### config.mk
export PLATFORM = sky130hd
export DESIGN_NAME = store_buffer_flat
export DESIGN_NICKNAME = d
export VERILOG_FILES = /design/src/rtl/cpu_pkg.sv /design/src/rtl/store_buffer_if.sv /design/src/rtl/store_buffer_fwd_match.sv /design/src/rtl/store_buffer.sv /design/src/flat_wrapper.sv
export SDC_FILE = /design/constraint.sdc
export NUM_CORES = 1
export LEC_CHECK = 0
export CAP_MARGIN = 15
export CORE_MARGIN = 5
export CORE_UTILIZATION = 45
export CTS_CLUSTER_DIAMETER = 120
export DETAILED_ROUTE_END_ITERATION = 12
export GPL_TIMING_DRIVEN = 0
export PLACE_DENSITY = 0.67
export SKIP_CTS_REPAIR_TIMING = 1
export SYNTH_ARGS = -nofsm -noshare
export SYNTH_HDL_FRONTEND = slang
export SYNTH_SLANG_ARGS = --single-unit
### constraint.sdc
create_clock -name clk -period 5.85 [get_ports clk]
set_clock_uncertainty 0.2 [all_clocks]
set_input_delay 1.17 -clock clk [delete_from_list [all_inputs] [get_ports clk]]
set_output_delay 1.17 -clock clk [all_outputs]
set_load 0.005 [all_outputs]
### src/rtl/cpu_pkg.sv
// Shared CPU definitions used by the store buffer: load/store width encodings,
// the buffered-store record, and helpers for width ranking and load extension.
package cpu_pkg;

  localparam logic [2:0] F3_B  = 3'b000;
  localparam logic [2:0] F3_H  = 3'b001;
  localparam logic [2:0] F3_W  = 3'b010;
  localparam logic [2:0] F3_BU = 3'b100;
  localparam logic [2:0] F3_HU = 3'b101;

  // Widest supported word address; narrower addresses are stored zero-extended.
  localparam int unsigned SB_ADDR_MAX = 64;

  typedef struct packed {
    logic [SB_ADDR_MAX-1:0] addr;
    logic [2:0]             funct3;
    logic [31:0]            data;
  } sb_entry_t;

  // Access size rank: 0 byte, 1 half, 2 word (signedness bit ignored).
  function automatic logic [1:0] f3_size(input logic [2:0] f3);
    logic [1:0] r;
    case (f3[1:0])
      2'b00:   r = 2'd0;
      2'b01:   r = 2'd1;
      default: r = 2'd2;
    endcase
    return r;
  endfunction

  function automatic logic [31:0] load_extend(input logic [31:0] d, input logic [2:0] f3);
    logic [31:0] r;
    case (f3)
      F3_B:    r = {{24{d[7]}}, d[7:0]};
      F3_H:    r = {{16{d[15]}}, d[15:0]};
      F3_BU:   r = {24'h000000, d[7:0]};
      F3_HU:   r = {16'h0000, d[15:0]};
      default: r = d;
    endcase
    return r;
  endfunction

endpackage

### src/rtl/store_buffer_if.sv
// Bundle of the store buffer's commit, load-lookup and memory-drain signals.
interface store_buffer_if #(parameter int AW = 32);

  logic          ROB_MemWrite;
  logic [AW-1:0] ROB_memadress;
  logic [2:0]    ROB_funct3;
  logic [31:0]   ROB_store_data;
  logic          sb_full;
  logic          sb_empty;
  logic          LS_MemRead;
  logic [AW-1:0] LS_result;
  logic [2:0]    func3_LS;
  logic          fwd_hit;
  logic          fwd_stall;
  logic [31:0]   fwd_data;
  logic          mem_we;
  logic          mem_ready;
  logic [AW-1:0] mem_addr;
  logic [2:0]    mem_funct3;
  logic [31:0]   mem_wdata;
  logic          sb_overflow;

  modport master (
    output ROB_MemWrite, ROB_memadress, ROB_funct3, ROB_store_data,
    output LS_MemRead, LS_result, func3_LS, mem_ready,
    input  sb_full, sb_empty, fwd_hit, fwd_stall, fwd_data,
    input  mem_we, mem_addr, mem_funct3, mem_wdata, sb_overflow
  );

  modport slave (
    input  ROB_MemWrite, ROB_memadress, ROB_funct3, ROB_store_data,
    input  LS_MemRead, LS_result, func3_LS, mem_ready,
    output sb_full, sb_empty, fwd_hit, fwd_stall, fwd_data,
    output mem_we, mem_addr, mem_funct3, mem_wdata, sb_overflow
  );

endinterface

### src/rtl/store_buffer_fwd_match.sv
// Youngest-first address match over the store buffer entries; returns the
// matching record so the caller can decide between forwarding and stalling.
module sb_fwd_match
  import cpu_pkg::*;
#(
  parameter int DEPTH = 4,
  localparam int PW = $clog2(DEPTH)
) (
  input  sb_entry_t              entries_i [DEPTH],
  input  logic [DEPTH-1:0]       valid_i,
  input  logic [PW-1:0]          tail_i,
  input  logic [SB_ADDR_MAX-1:0] addr_i,
  output logic                   hit_o,
  output sb_entry_t              sel_o
);

  logic [PW-1:0] idx_s;

  // Scan oldest to youngest so the youngest match is the last one written.
  always_comb begin
    hit_o = 1'b0;
    sel_o = '0;
    idx_s = '0;
    for (int k = DEPTH - 1; k >= 0; k--) begin
      idx_s = tail_i - PW'(k + 1);
      if (valid_i[idx_s] && (entries_i[idx_s].addr == addr_i)) begin
        hit_o = 1'b1;
        sel_o = entries_i[idx_s];
      end else begin
        hit_o = hit_o;
      end
    end
  end

endmodule

### src/rtl/store_buffer.sv
// Committed-store FIFO draining to data memory, with load lookup.
// Store-to-load forwarding is built only when SB_FORWARD_EN is defined.
module store_buffer
  import cpu_pkg::*;
#(
  parameter int DEPTH = 4,
  parameter int AW    = 32
) (
  input logic          clk,
  input logic          reset,
  store_buffer_if.slave sb
);

  localparam int PW = $clog2(DEPTH);

  sb_entry_t        entry_q [DEPTH];
  sb_entry_t        entry_d [DEPTH];
  logic [DEPTH-1:0] valid_q, valid_d;
  logic [PW-1:0]    head_q, head_d;
  logic [PW-1:0]    tail_q, tail_d;
  logic [PW:0]      count_q, count_d;
  logic             ovf_q, ovf_d;

  logic             full_s, empty_s, push_s, pop_s;
  logic             match_s;
  sb_entry_t        sel_s;
  logic [SB_ADDR_MAX-1:0] lookup_addr_s;

  // Next-state for pointers, occupancy, entries and the sticky overflow flag.
  always_comb begin
    full_s  = (count_q == (PW + 1)'(DEPTH));
    empty_s = (count_q == '0);
    pop_s   = !empty_s && sb.mem_ready;
    // A full buffer still takes a push when the head leaves in the same cycle.
    push_s  = sb.ROB_MemWrite && (!full_s || pop_s);

    entry_d = entry_q;
    valid_d = valid_q;
    head_d  = head_q;
    tail_d  = tail_q;
    ovf_d   = ovf_q;

    if (pop_s) begin
      valid_d[head_q] = 1'b0;
      head_d          = head_q + PW'(1'b1);
    end else begin
      head_d = head_q;
    end

    if (push_s) begin
      entry_d[tail_q].addr   = SB_ADDR_MAX'(sb.ROB_memadress);
      entry_d[tail_q].funct3 = sb.ROB_funct3;
      entry_d[tail_q].data   = sb.ROB_store_data;
      valid_d[tail_q]        = 1'b1;
      tail_d                 = tail_q + PW'(1'b1);
    end else begin
      ovf_d = ovf_q | sb.ROB_MemWrite;
    end

    case ({push_s, pop_s})
      2'b10:   count_d = count_q + (PW + 1)'(1'b1);
      2'b01:   count_d = count_q - (PW + 1)'(1'b1);
      default: count_d = count_q;
    endcase
  end

  // State registers; reset drops every buffered store immediately.
  always_ff @(posedge clk or negedge reset) begin
    if (!reset) begin
      for (int i = 0; i < DEPTH; i++) begin
        entry_q[i] <= '0;
      end
      valid_q <= '0;
      head_q  <= '0;
      tail_q  <= '0;
      count_q <= '0;
      ovf_q   <= 1'b0;
    end else begin
      entry_q <= entry_d;
      valid_q <= valid_d;
      head_q  <= head_d;
      tail_q  <= tail_d;
      count_q <= count_d;
      ovf_q   <= ovf_d;
    end
  end

  // Drain port and flags come straight from registered state.
  always_comb begin
    sb.mem_we      = !empty_s;
    sb.mem_addr    = entry_q[head_q].addr[AW-1:0];
    sb.mem_funct3  = entry_q[head_q].funct3;
    sb.mem_wdata   = entry_q[head_q].data;
    sb.sb_full     = full_s;
    sb.sb_empty    = empty_s;
    sb.sb_overflow = ovf_q;
  end

  assign lookup_addr_s = SB_ADDR_MAX'(sb.LS_result);

  sb_fwd_match #(.DEPTH(DEPTH)) u_fwd_match (
    .entries_i (entry_q),
    .valid_i   (valid_q),
    .tail_i    (tail_q),
    .addr_i    (lookup_addr_s),
    .hit_o     (match_s),
    .sel_o     (sel_s)
  );

`ifdef SB_FORWARD_EN
  // Forward only when the youngest matching store covers the whole load.
  always_comb begin
    sb.fwd_hit   = 1'b0;
    sb.fwd_stall = 1'b0;
    sb.fwd_data  = 32'h0000_0000;
    if (sb.LS_MemRead && match_s) begin
      if (f3_size(sel_s.funct3) >= f3_size(sb.func3_LS)) begin
        sb.fwd_hit  = 1'b1;
        sb.fwd_data = load_extend(sel_s.data, sb.func3_LS);
      end else begin
        sb.fwd_stall = 1'b1;
      end
    end else begin
      sb.fwd_hit = 1'b0;
    end
  end
`else
  // Without forwarding any address overlap makes the load retry.
  always_comb begin
    sb.fwd_hit   = 1'b0;
    sb.fwd_data  = 32'h0000_0000;
    sb.fwd_stall = sb.LS_MemRead && match_s;
  end
`endif

endmodule

### src/flat_wrapper.sv
// flat-port wrapper written by rule: the top's interface ports become plain ports
module store_buffer_flat import cpu_pkg::*;
#(
  parameter int DEPTH = 4,
  parameter int AW    = 32
)
  (clk, reset, sb_ROB_MemWrite, sb_ROB_memadress, sb_ROB_funct3, sb_ROB_store_data, sb_LS_MemRead, sb_LS_result, sb_func3_LS, sb_mem_ready, sb_sb_full, sb_sb_empty, sb_fwd_hit, sb_fwd_stall, sb_fwd_data, sb_mem_we, sb_mem_addr, sb_mem_funct3, sb_mem_wdata, sb_sb_overflow);
  store_buffer_if #(.AW(AW)) sb_i ();
  input logic clk;
  input logic reset;
  input wire logic [$bits(sb_i.ROB_MemWrite)-1:0] sb_ROB_MemWrite;
  input wire logic [$bits(sb_i.ROB_memadress)-1:0] sb_ROB_memadress;
  input wire logic [$bits(sb_i.ROB_funct3)-1:0] sb_ROB_funct3;
  input wire logic [$bits(sb_i.ROB_store_data)-1:0] sb_ROB_store_data;
  input wire logic [$bits(sb_i.LS_MemRead)-1:0] sb_LS_MemRead;
  input wire logic [$bits(sb_i.LS_result)-1:0] sb_LS_result;
  input wire logic [$bits(sb_i.func3_LS)-1:0] sb_func3_LS;
  input wire logic [$bits(sb_i.mem_ready)-1:0] sb_mem_ready;
  output wire logic [$bits(sb_i.sb_full)-1:0] sb_sb_full;
  output wire logic [$bits(sb_i.sb_empty)-1:0] sb_sb_empty;
  output wire logic [$bits(sb_i.fwd_hit)-1:0] sb_fwd_hit;
  output wire logic [$bits(sb_i.fwd_stall)-1:0] sb_fwd_stall;
  output wire logic [$bits(sb_i.fwd_data)-1:0] sb_fwd_data;
  output wire logic [$bits(sb_i.mem_we)-1:0] sb_mem_we;
  output wire logic [$bits(sb_i.mem_addr)-1:0] sb_mem_addr;
  output wire logic [$bits(sb_i.mem_funct3)-1:0] sb_mem_funct3;
  output wire logic [$bits(sb_i.mem_wdata)-1:0] sb_mem_wdata;
  output wire logic [$bits(sb_i.sb_overflow)-1:0] sb_sb_overflow;
  assign sb_i.ROB_MemWrite = sb_ROB_MemWrite;
  assign sb_i.ROB_memadress = sb_ROB_memadress;
  assign sb_i.ROB_funct3 = sb_ROB_funct3;
  assign sb_i.ROB_store_data = sb_ROB_store_data;
  assign sb_i.LS_MemRead = sb_LS_MemRead;
  assign sb_i.LS_result = sb_LS_result;
  assign sb_i.func3_LS = sb_func3_LS;
  assign sb_i.mem_ready = sb_mem_ready;
  assign sb_sb_full = sb_i.sb_full;
  assign sb_sb_empty = sb_i.sb_empty;
  assign sb_fwd_hit = sb_i.fwd_hit;
  assign sb_fwd_stall = sb_i.fwd_stall;
  assign sb_fwd_data = sb_i.fwd_data;
  assign sb_mem_we = sb_i.mem_we;
  assign sb_mem_addr = sb_i.mem_addr;
  assign sb_mem_funct3 = sb_i.mem_funct3;
  assign sb_mem_wdata = sb_i.mem_wdata;
  assign sb_sb_overflow = sb_i.sb_overflow;
  store_buffer #(.DEPTH(DEPTH), .AW(AW)) u_core (.clk(clk), .reset(reset), .sb(sb_i));
endmodule
* Word level (Yosys, flattened, before mapping)
Index checks and enable logic that the tools add are counted.
** Storage, ports and cells
- Bits in registers :: 408
- Input bits :: 107
- Output and inout port bits :: 105
- Logic and storage cells :: 111
** Operators by class
- $add $sub $neg :: 7
- $lt $le $gt $ge :: 13
- Equality and inequality tests :: 7
- Multiplexer cells :: 43
- Bitwise gates (word level) :: 9
- Reductions and logical operators :: 15
** Operators with widths (count)
- bitwise mux 396 bit :: 3
- binary-select mux 99 bit (select 2 bit) :: 5
- two-way mux 99 bit :: 9
- demux 99 bit (select 2 bit) :: 3
- equality test 64 x 32 -> 1 bit :: 4
- two-way mux 67 bit :: 2
- two-way mux 35 bit :: 1
- two-way mux 32 bit :: 1
- greater-or-equal comparator 3 bit, second input constant :: 5
- < comparator 2 x 3 -> 1 bit, second input constant :: 5
- inverter 2 -> 3 bit :: 5
- logical AND 1 bit :: 10
- two-way mux 1 bit :: 10
- binary-select mux 1 bit (select 2 bit) :: 4
- two-way mux 4 bit :: 2
- case mux 3 bit (2 select lines) :: 1
- adder 2 x 1 -> 2 bit, second input constant :: 2
- AND 4 bit :: 1
- demux 1 bit (select 2 bit) :: 2
- greater-or-equal comparator 2 x 1 -> 1 bit, second input constant :: 2
- inverter 4 bit :: 1
- bitwise OR 4 bit :: 1
- subtractor 2 bit, second input constant :: 2
- adder 3 x 1 -> 3 bit, second input constant :: 1
- other kinds (11) :: 12

* Depth between registers and ports, before layout
Gate-level depths: netlist (run 1).
- Depth after elaboration :: 11
- Depth in mapped cells :: 16
- Gate-level depth less buffers :: 11

* Cells and area by module
Synthesis (run 1) repeated with hierarchy kept, for this count alone.
** Second synthesis, totals
- Cell total of the unflattened synthesis :: 2679
- Area total of the unflattened synthesis :: 29428.2 um^2
** By module, submodules not included
- sb_fwd_match :: instances 1, cells an instance 1934, area an instance 17016.3 um^2, sequential area each 0.0 um^2
- store_buffer :: instances 1, cells an instance 745, area an instance 12411.9 um^2, sequential area each 7006.7 um^2

* Worst setup path before layout (run 1)
No wires, ideal clock.
- Kind :: register to output
- Start point :: register u_core.tail_q[0]
- End point :: output sb_fwd_stall
- Arrival time :: 3.144 ns
- Data required time :: 4.480 ns
- Path slack :: 1.336 ns
- Stages on the path, launching flop included :: 16
- Buffers on the path :: 7
- Path through :: dfrtp_1 -> buf_4 -> buf_2 -> inv_1 -> buf_2 -> buf_2 -> ha_1 -> buf_6 -> buf_6 -> buf_4 -> nand4_1 -> a221o_1 -> a221oi_1 -> nand2_1 -> nor4_1 -> o41a_1
** Between the ends
- Elaborated cells between the ends (all ways) :: 40
- Classes of those cells :: 3 x add/sub; 4 x eq/ne; 24 x mux; 4 x bitwise; 5 x reduce/logical
** RTL lines
- from (decl) :: RTL line store_buffer.sv:20 : logic [PW-1:0] tail_q, tail_d;
- from (signal assigned) :: RTL line store_buffer.sv:82 : tail_q <= tail_d;
- subtractor 2 x 1 -> 2 bit (*) :: RTL line store_buffer_fwd_match.sv:25 : idx_s = tail_i - PW'(k + 1);
- via u_core.u_fwd_match.idx_s[0] :: RTL line store_buffer_fwd_match.sv:17 : logic [PW-1:0] idx_s;
- inverter 2 -> 3 bit
- binary-select mux 99 bit (select 2 bit)
- two-way mux 99 bit (implied by the code) (2 in series) :: RTL line store_buffer_fwd_match.sv:26 : if (valid_i[idx_s] && (entries_i[idx_s].addr == addr_i)) begin
- equality test 64 x 32 -> 1 bit :: RTL line store_buffer_fwd_match.sv:26
- logical AND 1 bit (*) :: RTL line store_buffer_fwd_match.sv:26
- two-way mux 1 bit (*) :: RTL line store_buffer_fwd_match.sv:26
- logical AND 1 bit (*) :: RTL line store_buffer.sv:132 : sb.fwd_stall = sb.LS_MemRead && match_s;
- to (decl) :: RTL line flat_wrapper.sv:22 : output wire logic [$bits(sb_i.fwd_stall)-1:0] sb_fwd_stall;
The timed path passes the listed nets; every way through them passes the cells marked *. The select of a mux whose other input is x is not followed.

* Worst setup path after layout (run 1)
Same ends and word-level chain as after synthesis.

==> metrics, run 1 <==
synthesis warning total 0; RSZ-0062 raised after global routing false; final setup vio count 0; PwrDens 726 mW/mm²; layout cells sized above 1 41.4%; Seq cells post-synth 280; Worst Max-Slew Pin Slew 1.08 ns; CTS max path bufs 3; FILL cells 3,209; Slew Viols, Final 0; final core utilization 55.6%; I/O Buffers 162; DRC violations left 0; register area share after synthesis 40.4%; via count 12,000; clk sinks 280; WP data arrival 4.32 ns; Routability Congestion 1.04; post-DR vias/cell 5.95; Worst Path Required 4.48 ns; maximum net fanout on the critical path 11; Setup CP Type flip-flop to primary output; Synth top area share 40.4%; Initial Util 45.2%; Tmin final 5.69 ns; EDFF count, synth 0; clk root buf clkbuf_16; GRT met2 Usage 41.2%; I/O pin total 212; CP Launch Type flip-flop; Cell Rows 72; commonest non-fill, non-tap cell in the layout dfrtp_1; Syn Area/Cell 14.3 µm²; Inserted Clock Buffers 31; Total GRT Usage 25.7%; final worst-path cycle share 97.3%; Netlist cell types 48; first-pass detailed-route iteration total 5; Final Power 15.5 mW; busiest grt layer met2; Maximum Capacitance Violations 0; worst-path cell chain buf_6 > buf_12 > clkinvlp_4 > buf_8 > buf_8 > ha_4 > clkbuf_16 > buf_4 > clkbuf_16 > buf_4 > mux4_2 > xor2_1 > nor4_2 > nand4_1 > nor4_2 > o41a_1 > buf_2; clock latency on the worst-skew pair 0.60 ns; crit-path leading delay family buffers and inverters; post-synthesis instance total 1,215; die width 206 µm; slowest stage delay, CP 0.50 ns; Clock transition at path regs 0.06 ns; total grt overflow 0; FMAX 176 MHz; H-tree depth 1; first-pass GRT wire length 81.8 mm; top post-synthesis cells by area dfrtp_1, mux4_2, mux2_2, mux2i_1, xnor2_1; Critical-path top delay cell mux4_2; # diodes 0; initial antenna violation count 3; hold crit path type flip-flop to flip-flop; Worst VDD drop 0.000378 V; Hold Violations, Final 0; post-route ant nets 0; routed length per instance 27.2 µm; crit end category primary output; Rel. slew slack 27.7%; ys async rst share 100%; status finished, final reports clean; cell area after synthesis 0.0174 mm²; GR Util met1 34.6%; leakage power 8.58 nW; Core Area 0.0384 mm²; most frequent cells in the layout dfrtp_1, mux2_2, mux4_2; Layout area overhead 22.8%; Die H 206 µm; vias in the first global route 12,400; met3 usage 6.29%; ys flop type dfrtp_1; Buf/Inv on CP 10; dpl hpwl 40.4 mm; final net count 1,589; drt total wl 54.6 mm; CTS tree done; Die ar. 0.0426 mm²; 1st-iter DRT viols 850; pin count of the biggest net entering global routing 125; post-synth top area cell dfrtp_1
-- routing by layer --
layer	vias to the layer above	share of wire, %
met3	107	7.9
li1	5118	-
met1	6259	40
met4	6	4.2
met5	-	0.086
met2	478	47
-- per-stage QoR --
step / hold WS, ns / area (µm²) / std cells / setup WS (ns) / setup TNS (ns)
after detailed placement: 0.251 / 19800 / 1929 / -0.627 / -0.627
final: 0.259 / 21300 / 2011 / 0.160 / 0
after global placement: 0.243 / 19800 / 1927 / -8.50 / -2367.63
after floorplan: 0.248 / 17500 / 1247 / 1.34 / 0
after CTS: 0.263 / 20900 / 1983 / -1.30 / -1.30
after global routing: 0.289 / 21300 / 2011 / 0.00246 / 0
-- report_power, final --
group / internal, mW / switching (mW)
logic: 5.29 / 4.24
clock network: 1.20 / 0.799
registers: 2.94 / 1.02
-- final timing paths --
path / startpoint / end / slack [ns] / cells past startpoint
min in group asynchronous: reset / u_core.entry_q[252] / 0.32 / 1
setup reg to reg: u_core.tail_q[0] / u_core.entry_q[159] / 2.82 / 9
max in group asynchronous: reset / u_core.entry_q[221] / 4.04 / 2
hold reg to reg: u_core.sb.sb_overflow / u_core.sb.sb_overflow / 0.26 / 1
setup / recovery: u_core.tail_q[0] / sb_fwd_stall / 0.16 / 17
hold / removal: u_core.sb.sb_overflow / u_core.sb.sb_overflow / 0.26 / 1
-- synth_stat cells, types with 4 or more instances --
master and count:
a21oi_1 9, a221oi_1 5, buf_1 20, buf_2 31, buf_4 44, buf_6 7
clkbuf_1 25, dfrtp_1 280, ha_1 9, inv_1 16, mux2_2 271, mux2i_1 62
mux4_2 167, nand2_1 35, nand2b_1 4, nand3_1 7, nand4_1 17, nor2_1 7
nor4_1 17, o2111ai_1 4, o211ai_1 5, o21ai_0 13, o22ai_1 9, xnor2_1 69
xor2_1 52
-- cell type report --
class,count,area [µm²],area share [%]
sequential,280,7010,32.9
clock inverter,11,149,0.698
clock buffer,43,901,4.22
buffer,127,833,3.91
timing repair buffer,192,1950,9.13
inverter,16,63.8,0.299
tap,518,648,3.04
multi-input combinational,824,9780,45.8
-- flip-flops by register name, summed over array words and instances, names as in the netlist --
register / cells
u_core.valid_q: 4
u_core.tail_q: 2
u_core.count_q: 3
u_core.head_q: 2
u_core.entry_q: 268
u_core.sb.sb_overflow: 1
-- cell families after synthesis --
kind of cell	Yosys count	synth area share [%]
fa+ha+maj	10	0.764
other cells	1	0.0216
buf+inv	143	4.57
mux	500	42.8
flops	280	40.4
compound gates	62	2.49
xor+xnor	121	6.10
simple gates	98	2.89
(Power assumes the default switching activity.)
==> run 2: changes to the inputs <==
Settings changed: CORE_MARGIN 5 to default, CORE_UTILIZATION 45 to 27, PLACE_DENSITY 0.67 to default, TNS_END_PERCENT from default to 30.
==> metrics, run 2 (synthesized netlist as in run 1, its figures left out) <==
reg2reg setup slack 2.67 ns (was 2.82 ns); WP data arrival 4.43 ns (was 4.32 ns); Slew Viols, Final 0 (unchanged); Clock transition at path regs 0.06 ns (about the same); Layout area overhead 26.9% (was 22.8%); FF-to-FF End u_core.entry_q[153] (was u_core.entry_q[159]); Final Power 16.2 mW (was 15.5 mW); CTS max path bufs 3 (unchanged); Rel. slew slack 36.0% (was 27.7%); Maximum Capacitance Violations 0 (unchanged); first-pass GRT wire length 89.4 mm (was 81.8 mm); Worst Path Required 4.48 ns (about the same); final net count 1,603 (was 1,589); Cell Rows 92 (was 72); Worst Max-Slew Pin Slew 0.961 ns (was 1.08 ns); post-route ant nets 0 (unchanged); Hold Violations, Final 0 (unchanged); clk root buf clkbuf_16 (unchanged); maximum net fanout on the critical path 8 (was 11); Largest register FFs 268 (unchanged); crit end category primary output (unchanged); first-pass detailed-route iteration total 6 (was 5); drt total wl 61.4 mm (was 54.6 mm); PwrDens 734 mW/mm² (was 726 mW/mm²); Total GRT Usage 18.6% (was 25.7%); final worst-path cycle share 99.1% (was 97.3%); commonest non-fill, non-tap cell in the layout dfrtp_1 (unchanged); routed length per instance 26.0 µm (was 27.2 µm); I/O pin total 212 (unchanged); leakage power 8.72 nW (was 8.58 nW); Tmin final 5.80 ns (was 5.69 ns); H-tree depth 2 (was 1); CTS tree done (unchanged); final setup vio count 0 (unchanged); final core utilization 34.8% (was 55.6%); hold crit path type flip-flop to flip-flop (unchanged); clk sinks 280 (unchanged); dpl hpwl 45.9 mm (was 40.4 mm); placed instance count 2,257 (was 1,929); die width 256 µm (was 206 µm); R2R depth 10 (was 9); origin of the critical flop-to-flop path u_core.tail_q[0] (unchanged); pin count of the biggest net entering global routing 120 (was 125); DRC violations left 0 (unchanged); CP endpoint sb_fwd_stall (unchanged); vias in the first global route 12,600 (was 12,400); Die H 256 µm (was 206 µm); Initial Util 27.4% (was 45.2%); FMAX 173 MHz (was 176 MHz); most frequent cells in the layout dfrtp_1, mux2_2, mux4_2 (unchanged); Die ar. 0.0653 mm² (was 0.0426 mm²); initial antenna violation count 7 (was 3); CP Launch Type flip-flop (unchanged); Setup CP Type flip-flop to primary output (unchanged); Critical Path Source u_core.tail_q[0] (unchanged); layout cells sized above 1 42.0% (was 41.4%); clock latency on the worst-skew pair 0.54 ns (was 0.60 ns); largest registers u_core.entry_q (268), u_core.valid_q (4), u_core.count_q (3) (unchanged); total grt overflow 0 (unchanged); 1st-iter DRT viols 838 (was 850); Core Area 0.0633 mm² (was 0.0384 mm²); post-DR vias/cell 5.16 (was 5.95); via count 12,200 (was 12,000); Cell Count, Final, Fillers Out 2,358 (was 2,011); Inserted Clock Buffers 35 (was 31); Routability Congestion 0.962 (was 1.04); I/O Buffers 162 (unchanged); setup TNS 0 ns (unchanged); status finished, final reports clean (unchanged); Biggest register u_core.entry_q (unchanged); Worst VDD drop 0.000358 V (was 0.000378 V)
## run 2: worst max-delay path, cell delays in order, from the launching register on
cell	delay, ns
dfrtp_1	0.44
buf_8	0.16
buf_12	0.12
clkinvlp_4	0.14
buf_12	0.18
buf_12	0.14
ha_4	0.29
buf_12	0.17
buf_16	0.15
buf_16	0.13
mux4_2	0.37
xor2_4	0.20
nor4_4	0.33
nand4_1	0.28
nor4_4	0.45
o41a_1	0.19
buf_2	0.12
## run 2: worst min path at each step
stage	start	to	slack [ns]	cells after the start
final	u_core.sb.sb_overflow	u_core.sb.sb_overflow	0.27	1
after global routing	u_core.sb.sb_overflow	u_core.sb.sb_overflow	0.30	1
after CTS	u_core.sb.sb_overflow	u_core.sb.sb_overflow	0.28	1
after detailed placement	u_core.sb.sb_overflow	u_core.sb.sb_overflow	0.26	1
after global placement	u_core.sb.sb_overflow	u_core.sb.sb_overflow	0.24	1
after floorplan	u_core.count_q[2]	u_core.count_q[2]	0.25	1
## run 2: area by class of cell
class                           instances  area (µm²)
Antenna cell                            2        5.00
Buffer                                127         868
Clock buffer                           49         998
Clock inverter                         12         188
Fill cell                            6175       41300
Inverter                               16        67.6
Multi-Input combinational cell        824        9840
Sequential cell                       280        7010
Tap cell                              846        1060
Timing Repair Buffer                  202        2010
## run 2: routing by layer
layer | GRT usage, % | up-vias | share of wire (%)
li1 | - | 5138 | -
met1 | 23.5 | 6387 | 41
met4 | 6.10 | 12 | 3.0
met3 | 5.97 | 108 | 9.2
met5 | 0 | - | 0.13
met2 | 30.0 | 527 | 47
## run 2: metrics by stage
stage / hold WS [ns] / instance area [µm²] / worst slack, ns
after floorplan: 0.248 / 17500 / 1.34
after global placement: 0.240 / 20200 / -8.40
after detailed placement: 0.264 / 20200 / -1.40
after CTS: 0.278 / 21400 / -2.02
after global routing: 0.298 / 22000 / -0.0227
final: 0.265 / 22000 / 0.0537
## run 2: power by group
part / total [mW] / internal (mW) / leakage (nW) / switching [mW]
Sequential: 4.01 / 2.94 / 3.31 / 1.08
Combinational: 9.92 / 5.41 / 4.83 / 4.51
Clock: 2.24 / 1.37 / 0.576 / 0.874
